File: config.mk
export PLATFORM = sky130hd
export DESIGN_NAME = multi_matching_ctrl
export DESIGN_NICKNAME = d
export VERILOG_FILES = /design/src/rtl/matching_pkg.sv /design/src/rtl/multi_matching_ctrl_lane.sv /design/src/rtl/multi_matching_ctrl.sv
export SDC_FILE = /design/constraint.sdc
export NUM_CORES = 1
export LEC_CHECK = 0
export CORE_AREA = 2 2 311 313
export DETAILED_ROUTE_END_ITERATION = 10
export DIE_AREA = 0 0 313 315
export DONT_BUFFER_PORTS = 1
export PLACE_DENSITY = 0.56
export REMOVE_ABC_BUFFERS = 1
export SLEW_MARGIN = 10
export SYNTH_ARGS = -nofsm -noshare
export SYNTH_HDL_FRONTEND = slang
export SYNTH_SLANG_ARGS = --single-unit
File: constraint.sdc
create_clock -name i_fclk -period 2.8 [get_ports i_fclk]
set_input_delay 0.28 -clock i_fclk [delete_from_list [all_inputs] [get_ports i_fclk]]
set_output_delay 0.28 -clock i_fclk [all_outputs]
set_load 0.02 [all_outputs]
File: src/rtl/matching_pkg.sv
// Shared state encoding and saturating arithmetic for the multi-lane matching controller.
package matching_pkg;

  localparam logic [2:0] ST_IDLE          = 3'd0;
  localparam logic [2:0] ST_LFSR_INIT     = 3'd1;
  localparam logic [2:0] ST_RAND_DATA_SET = 3'd2;
  localparam logic [2:0] ST_WAIT          = 3'd3;
  localparam logic [2:0] ST_SET_FLAG      = 3'd4;
  localparam logic [2:0] ST_HALT          = 3'd5;

  typedef enum logic [2:0] {
    S_IDLE          = ST_IDLE,
    S_LFSR_INIT     = ST_LFSR_INIT,
    S_RAND_DATA_SET = ST_RAND_DATA_SET,
    S_WAIT          = ST_WAIT,
    S_SET_FLAG      = ST_SET_FLAG,
    S_HALT          = ST_HALT
  } state_e;

  // Increment v, holding at the all-ones value of a w-bit counter (w <= 64).
  function automatic logic [63:0] sat_inc(input logic [63:0] v, input int w);
    logic [63:0] max_v;
    max_v = (w >= 64) ? '1 : ((64'd1 << w) - 64'd1);
    return (v >= max_v) ? v : v + 64'd1;
  endfunction

endpackage

File: src/rtl/multi_matching_ctrl_lane.sv
// One matching lane: FSM, WAIT watchdog, saturating statistics and optional first-match capture.
// Capture logic is built only when MATCH_CAPTURE_EN is defined.
module matching_lane
  import matching_pkg::*;
#(
  parameter int DATA_WIDTH = 64,
  parameter int CNT_W      = 32,
  parameter int TIMEOUT    = 4096
) (
  input  logic                  i_fclk,
  input  logic                  i_reset_n,
  input  logic                  enable,
  input  logic                  halt_on_match,
  input  logic                  resume,
  input  logic                  counter_reset,
  output logic                  lfsr_init,
  output logic                  lfsr_enable,
  output logic                  data_valid,
  output logic                  result_reset,
  input  logic                  result_valid,
  input  logic                  result_match,
  input  logic                  shift_result_valid,
  input  logic [DATA_WIDTH-1:0] result_data,
  output logic [CNT_W-1:0]      match_count,
  output logic [CNT_W-1:0]      pass_count,
  output logic [CNT_W-1:0]      filter_count,
  output logic [CNT_W-1:0]      timeout_count,
  output logic                  halted,
  output logic                  set_match
`ifdef MATCH_CAPTURE_EN
  ,
  output logic [DATA_WIDTH-1:0] match_data,
  output logic                  match_data_vld
`endif
);

  localparam int WD_W = (TIMEOUT > 1) ? $clog2(TIMEOUT) : 1;
  localparam logic [WD_W-1:0] WD_LAST = WD_W'((TIMEOUT > 0) ? TIMEOUT - 1 : 0);

  state_e          state_reg, state_next;
  logic            match_reg;
  logic [WD_W-1:0] wd_reg;
  logic            wd_fire;
  logic            tmo_event;
  logic [CNT_W-1:0] match_cnt_reg, pass_cnt_reg, filter_cnt_reg, timeout_cnt_reg;

  function automatic logic [CNT_W-1:0] bump(input logic [CNT_W-1:0] v);
    logic [63:0] w;
    w = sat_inc(64'(v), CNT_W);
    return w[CNT_W-1:0];
  endfunction

  // A result arriving in the firing cycle wins over the watchdog.
  assign wd_fire   = (TIMEOUT != 0) && (state_reg == S_WAIT) && (wd_reg == WD_LAST);
  assign tmo_event = wd_fire && !result_valid;

  always_comb begin
    state_next   = state_reg;
    lfsr_init    = 1'b0;
    lfsr_enable  = 1'b0;
    data_valid   = 1'b0;
    result_reset = 1'b0;
    case (state_reg)
      S_IDLE: begin
        if (enable) state_next = S_LFSR_INIT;
      end
      S_LFSR_INIT: begin
        lfsr_init   = 1'b1;
        lfsr_enable = 1'b1;
        state_next  = S_RAND_DATA_SET;
      end
      S_RAND_DATA_SET: begin
        data_valid = 1'b1;
        state_next = S_WAIT;
      end
      S_WAIT: begin
        data_valid = 1'b1;
        if (result_valid) state_next = S_SET_FLAG;
        else if (wd_fire) state_next = enable ? S_LFSR_INIT : S_IDLE;
      end
      S_SET_FLAG: begin
        if (match_reg) begin
          data_valid   = 1'b1;
          result_reset = 1'b1;
        end else begin
          lfsr_enable = 1'b1;
        end
        if (match_reg && halt_on_match) state_next = S_HALT;
        else if (!enable)               state_next = S_IDLE;
        else                            state_next = S_RAND_DATA_SET;
      end
      S_HALT: begin
        if (resume)       state_next = S_RAND_DATA_SET;
        else if (!enable) state_next = S_IDLE;
      end
      default: state_next = S_IDLE;
    endcase
  end

  assign halted    = (state_reg == S_HALT);
  assign set_match = (state_reg == S_SET_FLAG) && match_reg;

  always_ff @(posedge i_fclk or negedge i_reset_n) begin
    if (!i_reset_n) begin
      state_reg <= S_IDLE;
      match_reg <= 1'b0;
      wd_reg    <= '0;
    end else begin
      state_reg <= state_next;
      if (state_reg == S_WAIT && result_valid) match_reg <= result_match;
      if (state_reg != S_WAIT || TIMEOUT == 0) wd_reg <= '0;
      else                                     wd_reg <= wd_reg + WD_W'(1);
    end
  end

  // Counter clear takes priority over any increment in the same cycle.
  always_ff @(posedge i_fclk or negedge i_reset_n) begin
    if (!i_reset_n) begin
      match_cnt_reg   <= '0;
      pass_cnt_reg    <= '0;
      filter_cnt_reg  <= '0;
      timeout_cnt_reg <= '0;
    end else if (counter_reset) begin
      match_cnt_reg   <= '0;
      pass_cnt_reg    <= '0;
      filter_cnt_reg  <= '0;
      timeout_cnt_reg <= '0;
    end else begin
      if (state_reg == S_SET_FLAG) begin
        if (match_reg) match_cnt_reg <= bump(match_cnt_reg);
        else           pass_cnt_reg  <= bump(pass_cnt_reg);
      end
      if (shift_result_valid) filter_cnt_reg  <= bump(filter_cnt_reg);
      if (tmo_event)          timeout_cnt_reg <= bump(timeout_cnt_reg);
    end
  end

  assign match_count   = match_cnt_reg;
  assign pass_count    = pass_cnt_reg;
  assign filter_count  = filter_cnt_reg;
  assign timeout_count = timeout_cnt_reg;

`ifdef MATCH_CAPTURE_EN
  logic [DATA_WIDTH-1:0] cap_data_reg;
  logic                  cap_vld_reg;

  // Only the first match after reset or counter clear is kept.
  always_ff @(posedge i_fclk or negedge i_reset_n) begin
    if (!i_reset_n) begin
      cap_data_reg <= '0;
      cap_vld_reg  <= 1'b0;
    end else if (counter_reset) begin
      cap_data_reg <= '0;
      cap_vld_reg  <= 1'b0;
    end else if (set_match && !cap_vld_reg) begin
      cap_data_reg <= result_data;
      cap_vld_reg  <= 1'b1;
    end
  end

  assign match_data     = cap_data_reg;
  assign match_data_vld = cap_vld_reg;
`else
  logic unused_result_data;
  assign unused_result_data = ^result_data;
`endif

endmodule

File: src/rtl/multi_matching_ctrl.sv
// NUM_CH independent matching lanes with per-lane statistics and a registered any-match flag.
// Define MATCH_CAPTURE_EN to add per-lane first-match data capture ports.
module multi_matching_ctrl
  import matching_pkg::*;
#(
  parameter int NUM_CH     = 4,
  parameter int DATA_WIDTH = 64,
  parameter int CNT_W      = 32,
  parameter int TIMEOUT    = 4096
) (
  input  logic                         i_fclk,
  input  logic                         i_reset_n,
  input  logic                         i_enable,
  input  logic                         i_halt_on_match,
  input  logic [NUM_CH-1:0]            i_resume,
  input  logic                         i_counter_reset,
  output logic [NUM_CH-1:0]            o_lfsr_init,
  output logic [NUM_CH-1:0]            o_lfsr_enable,
  output logic [NUM_CH-1:0]            o_data_valid,
  output logic [NUM_CH-1:0]            o_result_reset,
  input  logic [NUM_CH-1:0]            i_result_valid,
  input  logic [NUM_CH-1:0]            i_result_match,
  input  logic [NUM_CH-1:0]            i_shift_result_valid,
  input  logic [NUM_CH*DATA_WIDTH-1:0] i_result_data,
  output logic [NUM_CH*CNT_W-1:0]      o_match_count,
  output logic [NUM_CH*CNT_W-1:0]      o_pass_count,
  output logic [NUM_CH*CNT_W-1:0]      o_filter_count,
  output logic [NUM_CH*CNT_W-1:0]      o_timeout_count,
  output logic [NUM_CH-1:0]            o_halted,
  output logic                         o_any_match
`ifdef MATCH_CAPTURE_EN
  ,
  output logic [NUM_CH*DATA_WIDTH-1:0] o_match_data,
  output logic [NUM_CH-1:0]            o_match_data_vld
`endif
);

  logic [NUM_CH-1:0] set_match;
  logic              any_match_reg;

  generate
    for (genvar gi = 0; gi < NUM_CH; gi++) begin : g_lane
      matching_lane #(
        .DATA_WIDTH (DATA_WIDTH),
        .CNT_W      (CNT_W),
        .TIMEOUT    (TIMEOUT)
      ) u_lane (
        .i_fclk             (i_fclk),
        .i_reset_n          (i_reset_n),
        .enable             (i_enable),
        .halt_on_match      (i_halt_on_match),
        .resume             (i_resume[gi]),
        .counter_reset      (i_counter_reset),
        .lfsr_init          (o_lfsr_init[gi]),
        .lfsr_enable        (o_lfsr_enable[gi]),
        .data_valid         (o_data_valid[gi]),
        .result_reset       (o_result_reset[gi]),
        .result_valid       (i_result_valid[gi]),
        .result_match       (i_result_match[gi]),
        .shift_result_valid (i_shift_result_valid[gi]),
        .result_data        (i_result_data[gi*DATA_WIDTH +: DATA_WIDTH]),
        .match_count        (o_match_count[gi*CNT_W +: CNT_W]),
        .pass_count         (o_pass_count[gi*CNT_W +: CNT_W]),
        .filter_count       (o_filter_count[gi*CNT_W +: CNT_W]),
        .timeout_count      (o_timeout_count[gi*CNT_W +: CNT_W]),
        .halted             (o_halted[gi]),
        .set_match          (set_match[gi])
`ifdef MATCH_CAPTURE_EN
        ,
        .match_data         (o_match_data[gi*DATA_WIDTH +: DATA_WIDTH]),
        .match_data_vld     (o_match_data_vld[gi])
`endif
      );
    end
  endgenerate

  // Registered so the flag trails the SET_FLAG cycle by exactly one clock.
  always_ff @(posedge i_fclk or negedge i_reset_n) begin
    if (!i_reset_n) any_match_reg <= 1'b0;
    else            any_match_reg <= |set_match;
  end

  assign o_any_match = any_match_reg;

endmodule

# After elaboration in Yosys (flattened, before gate mapping)
# Index checks and enable logic that the tools add are counted.
# totals
ramBits	0
input_bits	277
mem_bits_ro	0
latchBits	0
register_bits	577
elab_cells	302
mem_count	0
output_inout_bits	533
# op_classes
n_div	0
n_mux	108
shifts	0
multipliers	0
n_reduce_logical	69
n_eq_ne	60
addsub	20
magnitude_cmp	16
bitwise_logic	0
# ops
cell	n
32-bit two-way mux	56
32-bit by 1-bit adder with 32-bit output, second input constant	16
32-bit >= comparator, second input constant	16
3-bit one-hot mux with 6 select lines	4
3-bit two-way mux	18
12-bit by 1-bit adder with 12-bit output, second input constant	4
12-bit == test, second input constant	4
12-bit two-way mux	4
2-bit inequality test, second input constant	24
3-bit AND reduction	12
2-bit nonzero test	16
3-bit by 2-bit == test with 1-bit output, second input constant	8
3-bit == test, second input constant	8
3-bit by 2-bit inequality test with 1-bit output, second input constant	8
1-bit logical AND	20
1-bit two-way mux	17
1-bit one-hot mux with 2 select lines	8
2-bit AND reduction	8
3-bit by 1-bit == test with 1-bit output, second input constant	4
3-bit logical NOT	4
3-bit inequality test, second input constant	4
2-bit OR reduction	4
1-bit logical NOT	4
4-bit OR reduction	1
2-bit two-way mux	1

# Longest topological paths before layout
# depth
depth_word	5
depth_mapped	10
depth_no_buf	7

# Modules after synthesis
# Synthesis repeated with hierarchy kept, for this count alone.
# unflattened
cells_unflattened	3579
area_unflattened_um2	32105.8
# modules_own_cells
module	seq_area_each_um2	cells_each	area_per_inst_um2	n_inst
matching_lane (g_lane[0].u_lane ...)	3603.5	900	8006.4	3
matching_lane (g_lane[3].u_lane)	3603.5	877	8054.0	1
multi_matching_ctrl	25.0	2	32.5	1

# Least setup slack after synthesis
# No wires, ideal clock.
# synth_timing
path_kind	register -> register
startpoint	reg g_lane[2].u_lane.timeout_cnt_reg[0]
endpoint	reg g_lane[2].u_lane.timeout_cnt_reg[1]
stages_incl_launch_ff	9
path_slack_ns	0.179
setup_ns	0.132
required_time_ns	2.668
n_path_buf	2
period_less_slack_ns	2.621
arrival_time_ns	2.489
cell_sequence	dfrtp_1 ha_1 nand3_1 or4_1 o31ai_1 clkbuf_1 clkbuf_1 mux2i_1 nor2_1
# synth_between
elab_chain_len	4
elab_cells_between_ends	7
classes_between	1 x add/sub; 1 x order compare; 1 x eq/ne; 3 x mux; 1 x reduce/logical
# synth_lines
element	line	source
start: declaration	multi_matching_ctrl_lane.sv:45	logic [CNT_W-1:0] match_cnt_reg, pass_cnt_reg, filter_cnt_reg, timeout_cnt_reg;
start signal: assignment	multi_matching_ctrl_lane.sv:134	if (tmo_event) timeout_cnt_reg <= bump(timeout_cnt_reg);
32-bit by 1-bit adder with 32-bit output	matching_pkg.sv:24	return (v >= max_v) ? v : v + 64'd1;
32-bit two-way mux	matching_pkg.sv:24	
32-bit two-way mux	multi_matching_ctrl_lane.sv:134	
32-bit two-way mux	multi_matching_ctrl_lane.sv:123	end else if (counter_reset) begin
# Parallel ways exist; a longest one is shown, timed or not. The select of a mux whose other input is x is not followed.
# A chain may end at the register's enable or synchronous reset.

# Worst setup path after layout
# layout_timing
startpoint	reg g_lane[3].u_lane.filter_cnt_reg[8]
endpoint	reg g_lane[3].u_lane.filter_cnt_reg[17]
# layout_between
elab_chain_len	4
elab_cells_between_ends	7
classes_between	1 x add/sub; 1 x order compare; 1 x eq/ne; 3 x mux; 1 x reduce/logical
# layout_lines
element	line	source
start: declaration	multi_matching_ctrl_lane.sv:45	
start signal: assignment	multi_matching_ctrl_lane.sv:133	if (shift_result_valid) filter_cnt_reg <= bump(filter_cnt_reg);
32-bit by 1-bit adder with 32-bit output	matching_pkg.sv:24	
32-bit two-way mux	matching_pkg.sv:24	
32-bit two-way mux	multi_matching_ctrl_lane.sv:133	
32-bit two-way mux	multi_matching_ctrl_lane.sv:123	
# Parallel ways exist; a longest one is shown, timed or not. The select of a mux whose other input is x is not followed.

==> summary.md <==
| Metric | Value |
|---|---|
| Status | `complete, but fails checks` |
| Failing checks | `negative hold slack, max-slew violations` |
| Worst-path maximum fanout | `5` |
| Final min period | `2750 ps` |
| Die Height | `around 320 um` |
| First-pass GRT wire length | `164 mm` |
| Top-level I/O count | `810` |
| Row Count | `114` |
| PnR Total Power | `20.7 mW` |
| Period utilization | `98.2%` |
| Crit path buf inv count | `2` |
| Initial antenna violation count | `10` |
| Initial core utilization | `33.1%` |
| Peak Freq | `364 MHz` |
| Distinct cells, synth | `72` |
| Finish-stage setup viols | `0` |
| Clock slew at reported path FFs | `around 60 ps` |
| Total CTS buffers | `75` |
| Startpoint types | `flip-flop` |
| Ys async rst share | `100%` |
| CTS H-tree depth | `3` |
| Worst hold slack | `-660 ps` |
| Met3 WL | `around 12 mm` |
| Critical path's slowest cell | `dfrtp_1` |
| Worst-Margin Slew | `3390 ps` |
| Clock Sinks | `between 500 and 600` |
| Placed insts | `4952` |
| GP Congestion | `0.857` |
| Die area | `0.0986 sq mm` |
| Clock latency on the worst-skew pair | `630 ps` |
| HPWL after DPL | `70.1 mm` |
| Post-synth EDFFs | `0` |
| Critical Path Max Stage Delay | `between 500 and 600 ps` |
| Final Max Slew Viols | `491` |
| PortBufs | `0` |
| Worst min-delay path class | `in2async` |
| Arrival time at the worst endpoint | `3250 ps` |
| Final Core Density | `between 40% and 50%` |
| Area contributors post-synth | `dfrtp_1, a21oi_1, or3_1` |
| Non-filler instance count after layout | `around 5.5k` |
| CP Capture Type | `flip-flop` |
| Clock root cell | `clkbuf_16` |
| Clock skew | `29.5 ps` |
| Worst rel slew slack | `-126%` |
| Vias in the first global route | `28.9k` |
| M1 WL | `45.8 mm` |
| Yosys top cell by area | `dfrtp_1` |
| DIE WIDTH | `313 um` |
| GRT overflow | `0` |
| Synth Cell Area | `around 0.032 sq mm` |
| CORE AREA | `between 0.09 and 0.1 sq mm` |
| Via count | `about 31k` |
| Largest net degree at the start of global routing | `between 500 and 600` |
| DRT Pass-1 Iters | `5` |
| Metal2 WL | `about 47 mm` |
| Power Dens Cells | `about 490 mW/mm^2` |
| Vias/cell | `5.62` |
| Share of layout cells above drive strength 1 | `16.9%` |
| Final wirelength | `107 mm` |
| Highest Signal Layer | `met5` |
| Fill count | `9390` |
| Crit Path Class | `reg2reg` |
| Most instantiated cells after synthesis | `dfrtp_1, a21oi_1, nor2_1` |
| Yosys warnings | `0` |
| Most common cell in the netlist | `dfrtp_1` |
| Peak VDD IR | `411 uV` |
| P&R area growth vs syn | `31.8%` |
| CP top delay family | `simple AND/OR/NAND/NOR gates` |
| Data required, critical path | `between 3000 and 4000 ps` |
| Commonest register cell after synthesis | `dfrtp_1` |
| Final hold vios | `332` |
| Mapped Cells | `3554` |
| Register area share after synthesis | `between 40 and 50%` |
| Leakage power | `16.6 nW` |
| DR DRC count | `0` |
| TritonCTS clock tree | `done` |
| Starting DRT DRC Count | `2077` |
| Crit path cell chain | `nand4_1, nor4_1, buf_4, nor4bb_1, mux2_2, dlygate4sd3_1` |
| Synth Area per Inst | `8.91 sq um` |
| Yosys top cell area share | `a little under half` |
| RSZ-0062 raised after global routing | `true` |
| Final net count | `4422` |
| #FFs+latches synth | `roughly 580` |
| Max cap viols | `0` |
| Maximum root-to-sink buffer count | `3` |
| GRT Util Overall | `20.5%` |
| WL/cell | `about 20 um` |
| DRT antenna net count | `0` |
-- cells by family (layout without fill, tap and decap cells) --
| family | count (synthesis) | after routing | share of synthesized area [%] |
|---|---|---|---|
| AND/OR/NAND/NOR | 1661 | 1661 | 29.3 |
| AO/OA/AOI/OAI | 849 | 849 | 15.4 |
| flip-flops | 577 | 577 | 45.6 |
| buffers and inverters | 262 | 890 | 3.42 |
| XOR/XNOR | 122 | 122 | 3.37 |
| multiplexers | 63 | 63 | 2.18 |
| adder cells (fa/ha/maj) | 20 | 20 | 0.790 |
| other | 0 | 2 | 0 |
-- per-stage QoR --
stage          TNS [ps]  area [sq um]  worst slack, ps
3_3_place_gp          0         35000              265
5_1_grt           -63.6         41700            -21.8
2_1_floorplan    -54490         30900            -1430
6_report              0         41700             50.6
4_1_cts               0         40900             18.4
3_5_place_dp          0         35000              230
-- report_power, final --
| group | internal (mW) | switching (mW) |
|---|---|---|
| combinational | 0.747 | 1.08 |
| sequential | 8.53 | 0.212 |
| clock | 6.22 | 3.87 |
| total | 15.5 | 5.17 |
-- final timing paths --
path	cells after the start	endpoint	startpoint	slack [ps]
max	6	g_lane[3].u_lane.filter_count[17]	g_lane[3].u_lane.filter_count[8]	50
min	0	g_lane[2].u_lane.filter_count[8]	i_reset_n	-660
max reg2reg	6	g_lane[3].u_lane.filter_count[17]	g_lane[3].u_lane.filter_count[8]	50
min reg2reg	1	g_lane[1].u_lane.wd_reg[0]	g_lane[1].u_lane.wd_reg[0]	490
max in group asynchronous	0	g_lane[3].u_lane.wd_reg[1]	i_reset_n	520
min in group i_fclk	2	g_lane[0].u_lane.filter_count[7]	i_counter_reset	20
-- cell usage in the layout, fill, tap and decap left out, types with 84 or more instances in the layout --
cell / instances
buf_4: 335
dlygate4sd3_1: 337
nand4_1: 190
nand3_1: 193
dfrtp_1: 493
nor2_1: 262
dfrtp_2: 84
or3_1: 243
or4_1: 141
o21ai_0: 249
nand2_1: 246
o31ai_1: 130
a21oi_1: 373
-- layer usage --
layer	up-vias	global-route usage (%)
li1	14520	-
met1	15119	26.5
met2	878	31.0
met3	148	9.00
met4	6	5.38
met5	-	0
-- cell type report --
type                            instances  area, sq um  share of cell area [%]
Inverter                               72          274                   0.656
Tap cell                             1276         1600                    3.82
Clock inverter                         23          332                   0.794
Clock buffer                          111         2260                    5.40
Multi-Input combinational cell       2715        16700                    39.9
Antenna cell                            2         5.00                  0.0120
Sequential cell                       577        14500                    34.8
Timing Repair Buffer                  684         6090                    14.6
-- timing repair --
action	in CTS	in global routing
gates resized for setup	0	166
hold buffers	337	2
buffers inserted	0	33
hold endpoints to repair	1068	616
endpoints found under the setup margin	0	202
-- worst register-to-register path, stage by stage (launching register included) --
cell and delay, ps:
dfrtp_1 560, nand4_1 220, nor4_1 300, buf_4 190, nor4bb_1 420, mux2_2 380, dlygate4sd3_1 550
(Power assumes the default switching activity.)
